$ cat src/rtl/fq_wdrr.sv
// Weighted deficit round-robin merge of N show-ahead FIFOs onto one registered output.
// Each grant serves up to weight[i] words (0 counts as 1), then passes on via a one-cycle IDLE slot.
module fq_wdrr #(
    parameter int unsigned NUM_IN_LOG2 = 3,
    parameter int unsigned DATA_W      = 64,
    parameter int unsigned WEIGHT_W    = 4
) (
    input  logic                                              clk,
    input  logic                                              rst,
    input  logic [(1 << NUM_IN_LOG2)-1:0]                     fifo_empty,
    input  logic [(1 << NUM_IN_LOG2)-1:0][DATA_W-1:0]         fifo_data,
    output logic [(1 << NUM_IN_LOG2)-1:0]                     fifo_rdreq,
    input  logic [(1 << NUM_IN_LOG2)-1:0][WEIGHT_W-1:0]       weight,
    input  logic                                              output_ready,
    output logic [DATA_W-1:0]                                 output_data,
    output logic                                              output_data_valid,
    output logic [NUM_IN_LOG2-1:0]                            cur_chan
);

    localparam int unsigned N  = 1 << NUM_IN_LOG2;
    localparam int unsigned PW = NUM_IN_LOG2;

    typedef enum logic {
        IDLE  = 1'b0,
        SERVE = 1'b1
    } state_e;

    state_e              state_q, state_d;
    logic [PW-1:0]       ptr_q, ptr_d;
    logic [PW-1:0]       chan_q, chan_d;
    logic [WEIGHT_W-1:0] credit_q, credit_d;
    logic [DATA_W-1:0]   data_q, data_d;
    logic                valid_q, valid_d;

    logic                load;
    logic                pop;
    logic                any_ne;
    logic                found;
    logic [PW-1:0]       grant;
    logic [PW-1:0]       idx;
    logic [WEIGHT_W-1:0] grant_w;

    assign load   = !valid_q || output_ready;
    assign any_ne = ~&fifo_empty;
    assign pop    = (state_q == SERVE) && !fifo_empty[chan_q] && load;

    // First non-empty channel at or above ptr, wrapping modulo N.
    always_comb begin
        grant = ptr_q;
        found = 1'b0;
        idx   = '0;
        for (int k = 0; k < N; k++) begin
            idx = ptr_q + PW'(k);
            if (!found && !fifo_empty[idx]) begin
                grant = idx;
                found = 1'b1;
            end
        end
    end

    assign grant_w = weight[grant];

    always_comb begin
        fifo_rdreq = '0;
        if (pop) begin
            fifo_rdreq[chan_q] = 1'b1;
        end
    end

    always_comb begin
        state_d  = state_q;
        ptr_d    = ptr_q;
        chan_d   = chan_q;
        credit_d = credit_q;
        data_d   = data_q;
        valid_d  = valid_q;

        if (pop) begin
            data_d  = fifo_data[chan_q];
            valid_d = 1'b1;
        end else if (load) begin
            valid_d = 1'b0;
        end

        case (state_q)
            IDLE: begin
                if (any_ne) begin
                    state_d  = SERVE;
                    chan_d   = grant;
                    credit_d = (grant_w == '0) ? WEIGHT_W'(1) : grant_w;
                end
            end
            SERVE: begin
                if (pop) begin
                    credit_d = credit_q - WEIGHT_W'(1);
                end
                // Turn ends on last credit consumed or when the granted FIFO runs dry.
                if ((pop && (credit_q == WEIGHT_W'(1))) || fifo_empty[chan_q]) begin
                    state_d = IDLE;
                    ptr_d   = chan_q + PW'(1);
                end
            end
            default: begin
                state_d = IDLE;
            end
        endcase
    end

    always_ff @(posedge clk or negedge rst) begin
        if (!rst) begin
            state_q  <= IDLE;
            ptr_q    <= '0;
            chan_q   <= '0;
            credit_q <= '0;
            data_q   <= '0;
            valid_q  <= 1'b0;
        end else begin
            state_q  <= state_d;
            ptr_q    <= ptr_d;
            chan_q   <= chan_d;
            credit_q <= credit_d;
            data_q   <= data_d;
            valid_q  <= valid_d;
        end
    end

    assign output_data       = data_q;
    assign output_data_valid = valid_q;
    assign cur_chan          = chan_q;

endmodule

$ cat config.mk
export PLATFORM = sky130hd
export DESIGN_NAME = fq_wdrr
export DESIGN_NICKNAME = d
export VERILOG_FILES = /design/src/rtl/fq_wdrr.sv
export SDC_FILE = /design/constraint.sdc
export NUM_CORES = 1
export LEC_CHECK = 0
export ABC_CLOCK_PERIOD_IN_PS = 4490
export CORE_AREA = 2 2 248 250
export DETAILED_ROUTE_END_ITERATION = 7
export DIE_AREA = 0 0 250 252
export PLACE_DENSITY = 0.48
export SYNTH_ARGS = -nofsm -noshare
export SYNTH_HDL_FRONTEND = slang
export SYNTH_SLANG_ARGS = --single-unit
$ cat constraint.sdc
create_clock -name clk -period 4.49 [get_ports clk]
set_input_delay 0.449 -clock clk [delete_from_list [all_inputs] [get_ports clk]]
set_output_delay 0.449 -clock clk [all_outputs]
set_load 0.05 [all_outputs]
==> flow_metrics.py, run 1 <==
metrics = {
    "finish": {
        "nets": 1991,
        "finish.instance_area_sq_um": 15000,
        "final_util_pct": 24.9,
        "instances_no_fill": 2221,
        "multi_input_area_sq_um": 4960,
        "regArea_sq_um": 1900,
        "fillCellCount": 6574,
        "final_layout_size_suffix_gt1_share_pct": 7.38,
        "syn_to_final_growth_pct": 107,
    },
    "synth": {
        "synthArstFlopShare_pct": 100,
        "synth.top_cell.area_share_pct": 26.4,
        "synth_area_leader_cell": "dfrtp_1",
        "synth_fp_nets": 1389,
        "synth_edf_count": 0,
        "synth_warnings": 0,
        "ys_types": 61,
        "synth-seq-cells": 76,
        "syn_avg_cell_area_sq_um": 8.70,
        "syn_area_sq_um": 7210,
        "synth_ff_type": "dfrtp_1",
        "synthCells": 829,
        "ys_seq_area_share_pct": 26.4,
        "ys_top_cells_by_area": "dfrtp_1 26%, a22oi_1 13%, a22o_1 8.0%, a221oi_1 7.9%, a21o_1 6.9%",
    },
    "clock_network": {
        "hold_buffers": 0,
        "ctsHtreeMaxLevel": 3,
        "numCtsBuffers": 9,
        "cts.sink_count": 76,
        "tritoncts": "done",
        "cts_root_buf": "clkbuf_16",
        "postCtsSetupRepairBufs": 0,
        "clk_latency_ns": 0.39,
        "ctsResizeCount": 0,
        "clk_pin_slew_worst_paths_ns": 0.07,
        "cts_buffer_depth": 2,
    },
    "place": {
        "port_buffers": 630,
        "place_congestion": 0.961,
        "dpl.cell_count": 2202,
        "dp_hpwl_um": 47700,
        "place_area_sq_um": 14600,
    },
    "sta": {
        "finalHoldViolCount": 0,
        "rsz0062_at_grt": "no",
        "relSlewSlack_pct": 15.1,
        "max_clock_freq_mhz": 241,
        "fin_tns_setup_ns": 0,
        "fin_skew_ns": 0.0150,
        "maxSlewViolCount": 0,
        "worst_pin_slew_ns": 1.27,
        "finalCriticalPeriod_ns": 4.15,
        "setup_viol": 0,
        "period_share_pct": 92.5,
    },
    "power_and_ir_drop": {
        "total_leakage_power_uw": 0.00573,
        "powerDensity_nw_per_um2": 652,
        "peakVddDrop_v": 0.000257,
    },
    "flow_run": {
        "cap_violations": 0,
    },
    "grt": {
        "grt-ovfl-total": 0,
        "grt_pass1_vias": 10600,
        "antenna_found_initial": 14,
        "grt_max_degree": 61,
        "grt.total_usage_pct": 17.7,
        "grt_pass1_wl_um": 78800,
    },
    "worst_setup_path": {
        "arrival_ns": 4.45,
        "path_buf_inv": 1,
        "cp.required_ns": 4.79,
        "path_max_fanout": 10,
        "endpoint_kind": "flop",
        "slowest_delay_ns": 0.58,
        "critPathSlowestCell": "mux4_2",
        "cpLargestDelayFamily": "multiplexers",
        "path_cells": "inv_1 > ha_1 > mux4_2 > mux2i_1 > o32a_1 > nor4_1 > o21ai_0 > and2_1 > mux2i_1 > a21oi_1 > or4_1 > a31oi_1",
        "startpoint_type": "flop",
        "path_class": "reg -> reg",
        "crit_top_cell": "mux2i_1",
    },
    "routing": {
        "vias": 10300,
        "wl_um": 58100,
        "drc": 0,
        "first_pass_iters": 5,
        "post_drt_wl_per_cell_um": 26.2,
        "ant_nets": 0,
        "drtIter0Drc": 759,
        "vias_per_cell": 4.62,
    },
    "outcome": {
        "status": "finished clean",
    },
    "floorplanning": {
        "ios": 631,
        "core_area_sq_um": 60100,
        "die_area_sq_um": 63000,
        "die_h_um": 252,
        "initial_core_util_pct": 12.0,
        "fp.dieW_um": 250,
        "rows": 90,
    },
    "hold_path": {
        "hold_class": "in -> async",
    },
}
[worst paths after layout]
| kind | from | to | slack (ns) | cells past startpoint |
|---|---|---|---|---|
| worst max register to register | ptr_q[1]$_DFFE_PN0P_ | credit_q[0]$_DFFE_PN0P_ | 0.34 | 12 |
| min in group clk | output_data[6]$_DFFE_PN0P_ | output_data[6]$_DFFE_PN0P_ | 0.48 | 1 |
| max in group asynchronous | rst | output_data[54]$_DFFE_PN0P_ | 3.40 | 2 |
| worst min register to register | output_data[6]$_DFFE_PN0P_ | output_data[6]$_DFFE_PN0P_ | 0.48 | 1 |
| worst min-delay path | rst | output_data[7]$_DFFE_PN0P_ | 0.04 | 1 |
| worst max-delay path | ptr_q[1]$_DFFE_PN0P_ | credit_q[0]$_DFFE_PN0P_ | 0.34 | 12 |
[metal layers]
metal	part of all wire [%]	global-route usage, %	vias to the layer above
met5	0.096	0	-
met4	2.0	5.47	10
met3	7.5	5.20	63
met2	47	28.8	498
met1	43	22.5	5031
li1	-	-	4663
[cell usage in the layout, fill, tap and decap left out, types with 10 or more instances in the layout]
| cell type | Yosys | layout |
|---|---|---|
| a22oi_1 | 129 | 129 |
| nor2b_1 | 12 | 12 |
| and2_1 | 10 | 10 |
| a31oi_1 | 65 | 65 |
| a22o_1 | 66 | 66 |
| nor3_1 | 12 | 10 |
| mux2i_1 | 25 | 25 |
| nor2_1 | 25 | 19 |
| o21ai_0 | 23 | 23 |
| clkdlybuf4s50_1 | 0 | 621 |
| buf_4 | 3 | 53 |
| dfrtp_1 | 76 | 76 |
| nand2_1 | 39 | 39 |
| a21o_1 | 66 | 66 |
| nand3_1 | 12 | 11 |
| a221oi_1 | 65 | 65 |
[stage by stage]
stage,total power [uW],hold slack [ns],setup slack [ns]
floorplan,5970,0.153,0.442
global placement,8940,0.460,0.344
detailed placement,9020,0.464,0.207
CTS,9880,0.0413,0.339
global route,10400,0.0701,0.0613
finish,9760,0.0431,0.339
[registers in the layout (all words and copies together) (netlist names)]
signal             flops
output_data_valid      1
state_q                1
cur_chan               3
output_data           64
credit_q               4
ptr_q                  3
[layout make-up]
| cell class | instances | area share [%] |
|---|---|---|
| timing repair buffer | 681 | 45.2 |
| multi-input combinational | 652 | 33.2 |
| sequential | 76 | 12.7 |
| tap | 782 | 6.54 |
| clock buffer | 9 | 1.51 |
| clock inverter | 7 | 0.560 |
| inverter | 11 | 0.276 |
| antenna | 3 | 0.0502 |
[synth_stat cells, types with 3 or more instances]
library cell / n
o221ai_1: 3
buf_4: 3
o2111ai_1: 6
mux4_2: 9
a221oi_1: 65
inv_1: 9
o21ai_0: 23
o311a_1: 6
a211o_1: 7
o211ai_1: 8
o211a_1: 3
nand2_1: 39
o22ai_1: 3
nor2b_1: 12
buf_1: 17
buf_2: 4
a211oi_1: 4
dfrtp_1: 76
a31oi_1: 65
ha_1: 5
nor2_1: 25
a22o_1: 66
nand3_1: 12
nand4_1: 3
a21o_1: 66
clkbuf_1: 64
a21oi_1: 7
mux2_2: 3
nand2b_1: 4
a22oi_1: 129
mux2i_1: 25
and2_1: 10
nor3_1: 12
[report_power, final]
| group | leakage, uW | switching (uW) | internal, uW |
|---|---|---|---|
| Combinational | 0.00463 | 4620 | 3040 |
| Sequential | 0.000954 | 263 | 1020 |
| Clock | 0.000148 | 372 | 440 |
[cell families (layout without fill, tap and decap cells)]
kind of cell	Yosys count	in the layout	share of synthesized area [%]
AO/OA/AOI/OAI	475	475	50.4
AND/OR/NAND/NOR	126	126	8.33
buffers and inverters	101	708	5.69
flip-flops	76	76	26.4
multiplexers	41	41	7.58
adder cells (fa/ha/maj)	5	5	0.868
XOR/XNOR	5	5	0.712
other	0	3	0
No activity file was read; power rests on OpenSTA's default activity.
==> run 2, diff against run 1 <==
Settings changed: CORE_AREA 2 2 248 250 to 2 2 243 245, DIE_AREA 0 0 250 252 to 0 0 245 247, DONT_BUFFER_PORTS set to 1, PLACE_DENSITY 0.48 to 0.35.
==> run 2 against run 1 <==
Compared with the run above: design area is 42% lower; die area down 3.9%; critical path depth grew 1; maximum frequency is 1.2% higher; largest power group unchanged; sequential power up 79%; register-to-register slack better by 0.05 ns; largest cell class is now multi-input gates; setup slack better by 0.048 ns; clock-buffer cell count up 1; routed wire length shrank 9.3%; clock skew grew 0.0023 ns; highest routed layer unchanged.
==> flow_metrics.py, run 2 (synthesis gave the netlist of run 1 again) <==
metrics = {
    "grt": {
        "antenna_found_initial": 21,
        "grt_pass1_wl_um": 67500,
        "grt.total_usage_pct": 16.3,
        "grt_max_degree": 77,
        "grt-ovfl-total": 0,
        "grt_pass1_vias": 7790,
    },
    "power_and_ir_drop": {
        "power_uw": 8690,
        "powerDensity_nw_per_um2": 993,
        "peakVddDrop_v": 0.000289,
        "total_leakage_power_uw": 0.00330,
    },
    "floorplanning": {
        "die_h_um": 247,
        "rows": 89,
        "fp.dieW_um": 245,
        "ios": 631,
        "initial_core_util_pct": 12.4,
        "die_area_sq_um": 60500,
        "core_area_sq_um": 58200,
    },
    "worst_setup_path": {
        "r2r-end": "credit_q[0]$_DFFE_PN0P_",
        "cpLargestDelayFamily": "compound AO/OA/AOI/OAI gates",
        "endpoint_kind": "flop",
        "path_class": "reg -> reg",
        "slowest_delay_ns": 0.58,
        "path_max_fanout": 9,
        "path_cells": "inv_1 > ha_1 > mux4_2 > mux2i_1 > o32a_1 > buf_4 > nor2_1 > a2111oi_2 > o21ai_1 > buf_4 > mux2i_1 > or4_1 > a31oi_1",
        "startpoint_type": "flop",
        "critPathSlowestCell": "mux4_2",
        "ff2ff_setup_slack_ns": 0.39,
        "path_buf_inv": 3,
        "cp.required_ns": 4.78,
        "ff2ff_path_depth": 13,
        "arrival_ns": 4.39,
        "r2r-start": "ptr_q[1]$_DFFE_PN0P_",
    },
    "routing": {
        "wl_um": 52700,
        "drc": 0,
        "vias": 8485,
        "vias_per_cell": 5.32,
        "drtIter0Drc": 952,
        "first_pass_iters": 6,
        "ant_nets": 0,
        "post_drt_wl_per_cell_um": 33.1,
    },
    "finish": {
        "mostFrequentLayoutCell": "a22oi_1",
        "final_layout_size_suffix_gt1_share_pct": 13.1,
        "nets": 1367,
        "largest_reg_flops": 64,
        "final_cell_mix": "129 x a22oi_1, 76 x dfrtp_1, 66 x a21o_1, 66 x a22o_1",
        "syn_to_final_growth_pct": 21.4,
    },
    "sta": {
        "maxSlewViolCount": 0,
        "setup_viol": 0,
        "worst_pin_slew_ns": 0.842,
        "fin_tns_setup_ns": 0,
        "relSlewSlack_pct": 43.9,
        "max_clock_freq_mhz": 244,
        "rsz0062_at_grt": "no",
        "finalHoldViolCount": 0,
        "period_share_pct": 91.4,
        "fin_skew_ns": 0.0173,
        "finalCriticalPeriod_ns": 4.10,
    },
    "clock_network": {
        "cts_buffer_depth": 2,
        "numCtsBuffers": 9,
        "cts.sink_count": 76,
        "clk_latency_ns": 0.38,
        "clk_pin_slew_worst_paths_ns": 0.08,
        "cts_root_buf": "clkbuf_16",
        "ctsHtreeMaxLevel": 3,
        "tritoncts": "done",
    },
    "hold_path": {
        "hold_path_end": "output_data[13]$_DFFE_PN0P_",
        "hold_class": "in -> reg",
        "min_from": "fifo_data[205]",
        "whs_path_depth": 3,
    },
    "place": {
        "port_buffers": 0,
        "dp_hpwl_um": 42400,
        "place_congestion": 0.961,
    },
    "flow_run": {
        "cap_violations": 0,
    },
    "outcome": {
        "status": "finished clean",
    },
}
==> run 2: cell types whose count changed in the layout (fill, tap and decap cells not counted), sizes merged <==
cell | before | now
diode | 3 | 9
clkbuf | 9 | 10
clkdlybuf4s50 | 621 | 0
buf | 60 | 56
dlygate4sd3 | 0 | 1
inv | 12 | 11
==> run 2: how the worst max path moves through the flow <==
stage | startpoint | endpoint | slack [ns] | depth (start not counted)
after detailed placement | ptr_q[0]$_DFFE_PN0P_ | credit_q[0]$_DFFE_PN0P_ | 0.31 | 12
after floorplan | ptr_q[0]$_DFFE_PN0P_ | credit_q[0]$_DFFE_PN0P_ | 0.44 | 17
after CTS | ptr_q[0]$_DFFE_PN0P_ | credit_q[0]$_DFFE_PN0P_ | 0.29 | 12
after global placement | ptr_q[0]$_DFFE_PN0P_ | credit_q[0]$_DFFE_PN0P_ | 0.43 | 12
final | ptr_q[1]$_DFFE_PN0P_ | credit_q[0]$_DFFE_PN0P_ | 0.39 | 13
after global routing | ptr_q[1]$_DFFE_PN0P_ | credit_q[0]$_DFFE_PN0P_ | 0.03 | 14
==> run 2: per-layer routing <==
layer	global-route usage (%)	part of all wire (%)	wire, um	up-vias
met4	5.45	2.9	1530	12
met5	0	0.15	79	-
met3	6.08	10	5380	122
li1	-	-	-	3429
met1	21.0	41	21600	4314
met2	25.0	46	24100	608
==> run 2: timing repair <==
item	4_1_cts	5_1_grt
gates resized for setup	0	2
hold endpoints to repair	76	0
setup buffers	0	0
endpoints found under the setup margin	0	1
hold buffers	2	0
==> run 2: stage by stage <==
step | hold WS [ns] | instance area, sq um | util, % | std cells | worst slack, ns
after floorplan | 0.153 | 7210 | - | 829 | 0.442
after global placement | 0.158 | 8370 | 14.4 | 1567 | 0.426
after detailed placement | 0.158 | 8370 | 14.4 | 1567 | 0.307
after CTS | 0.326 | 8720 | 15.0 | 1585 | 0.285
after global routing | 0.349 | 8740 | 15.0 | 1589 | 0.0252
final | 0.363 | 8750 | 15.0 | 1594 | 0.386
==> run 2: final cells by class <==
cell class | count | area (sq um)
Fill cell | 6589 | 49500
Multi-Input combinational cell | 652 | 4980
Sequential cell | 76 | 1900
Tap cell | 773 | 967
Timing Repair Buffer | 57 | 526
Clock buffer | 10 | 239
Clock inverter | 6 | 72.6
Inverter | 11 | 41.3
Antenna cell | 9 | 22.5
==> run 2: tightest hold or removal path, stage by stage <==
cell	delay, ns
a22oi_1	0.05
a31oi_1	0.13
a21o_1	0.09
==> run 2: where the power goes <==
part	internal, uW	switching [uW]
Sequential	1000	1290
Clock	452	381
Combinational	2190	3380
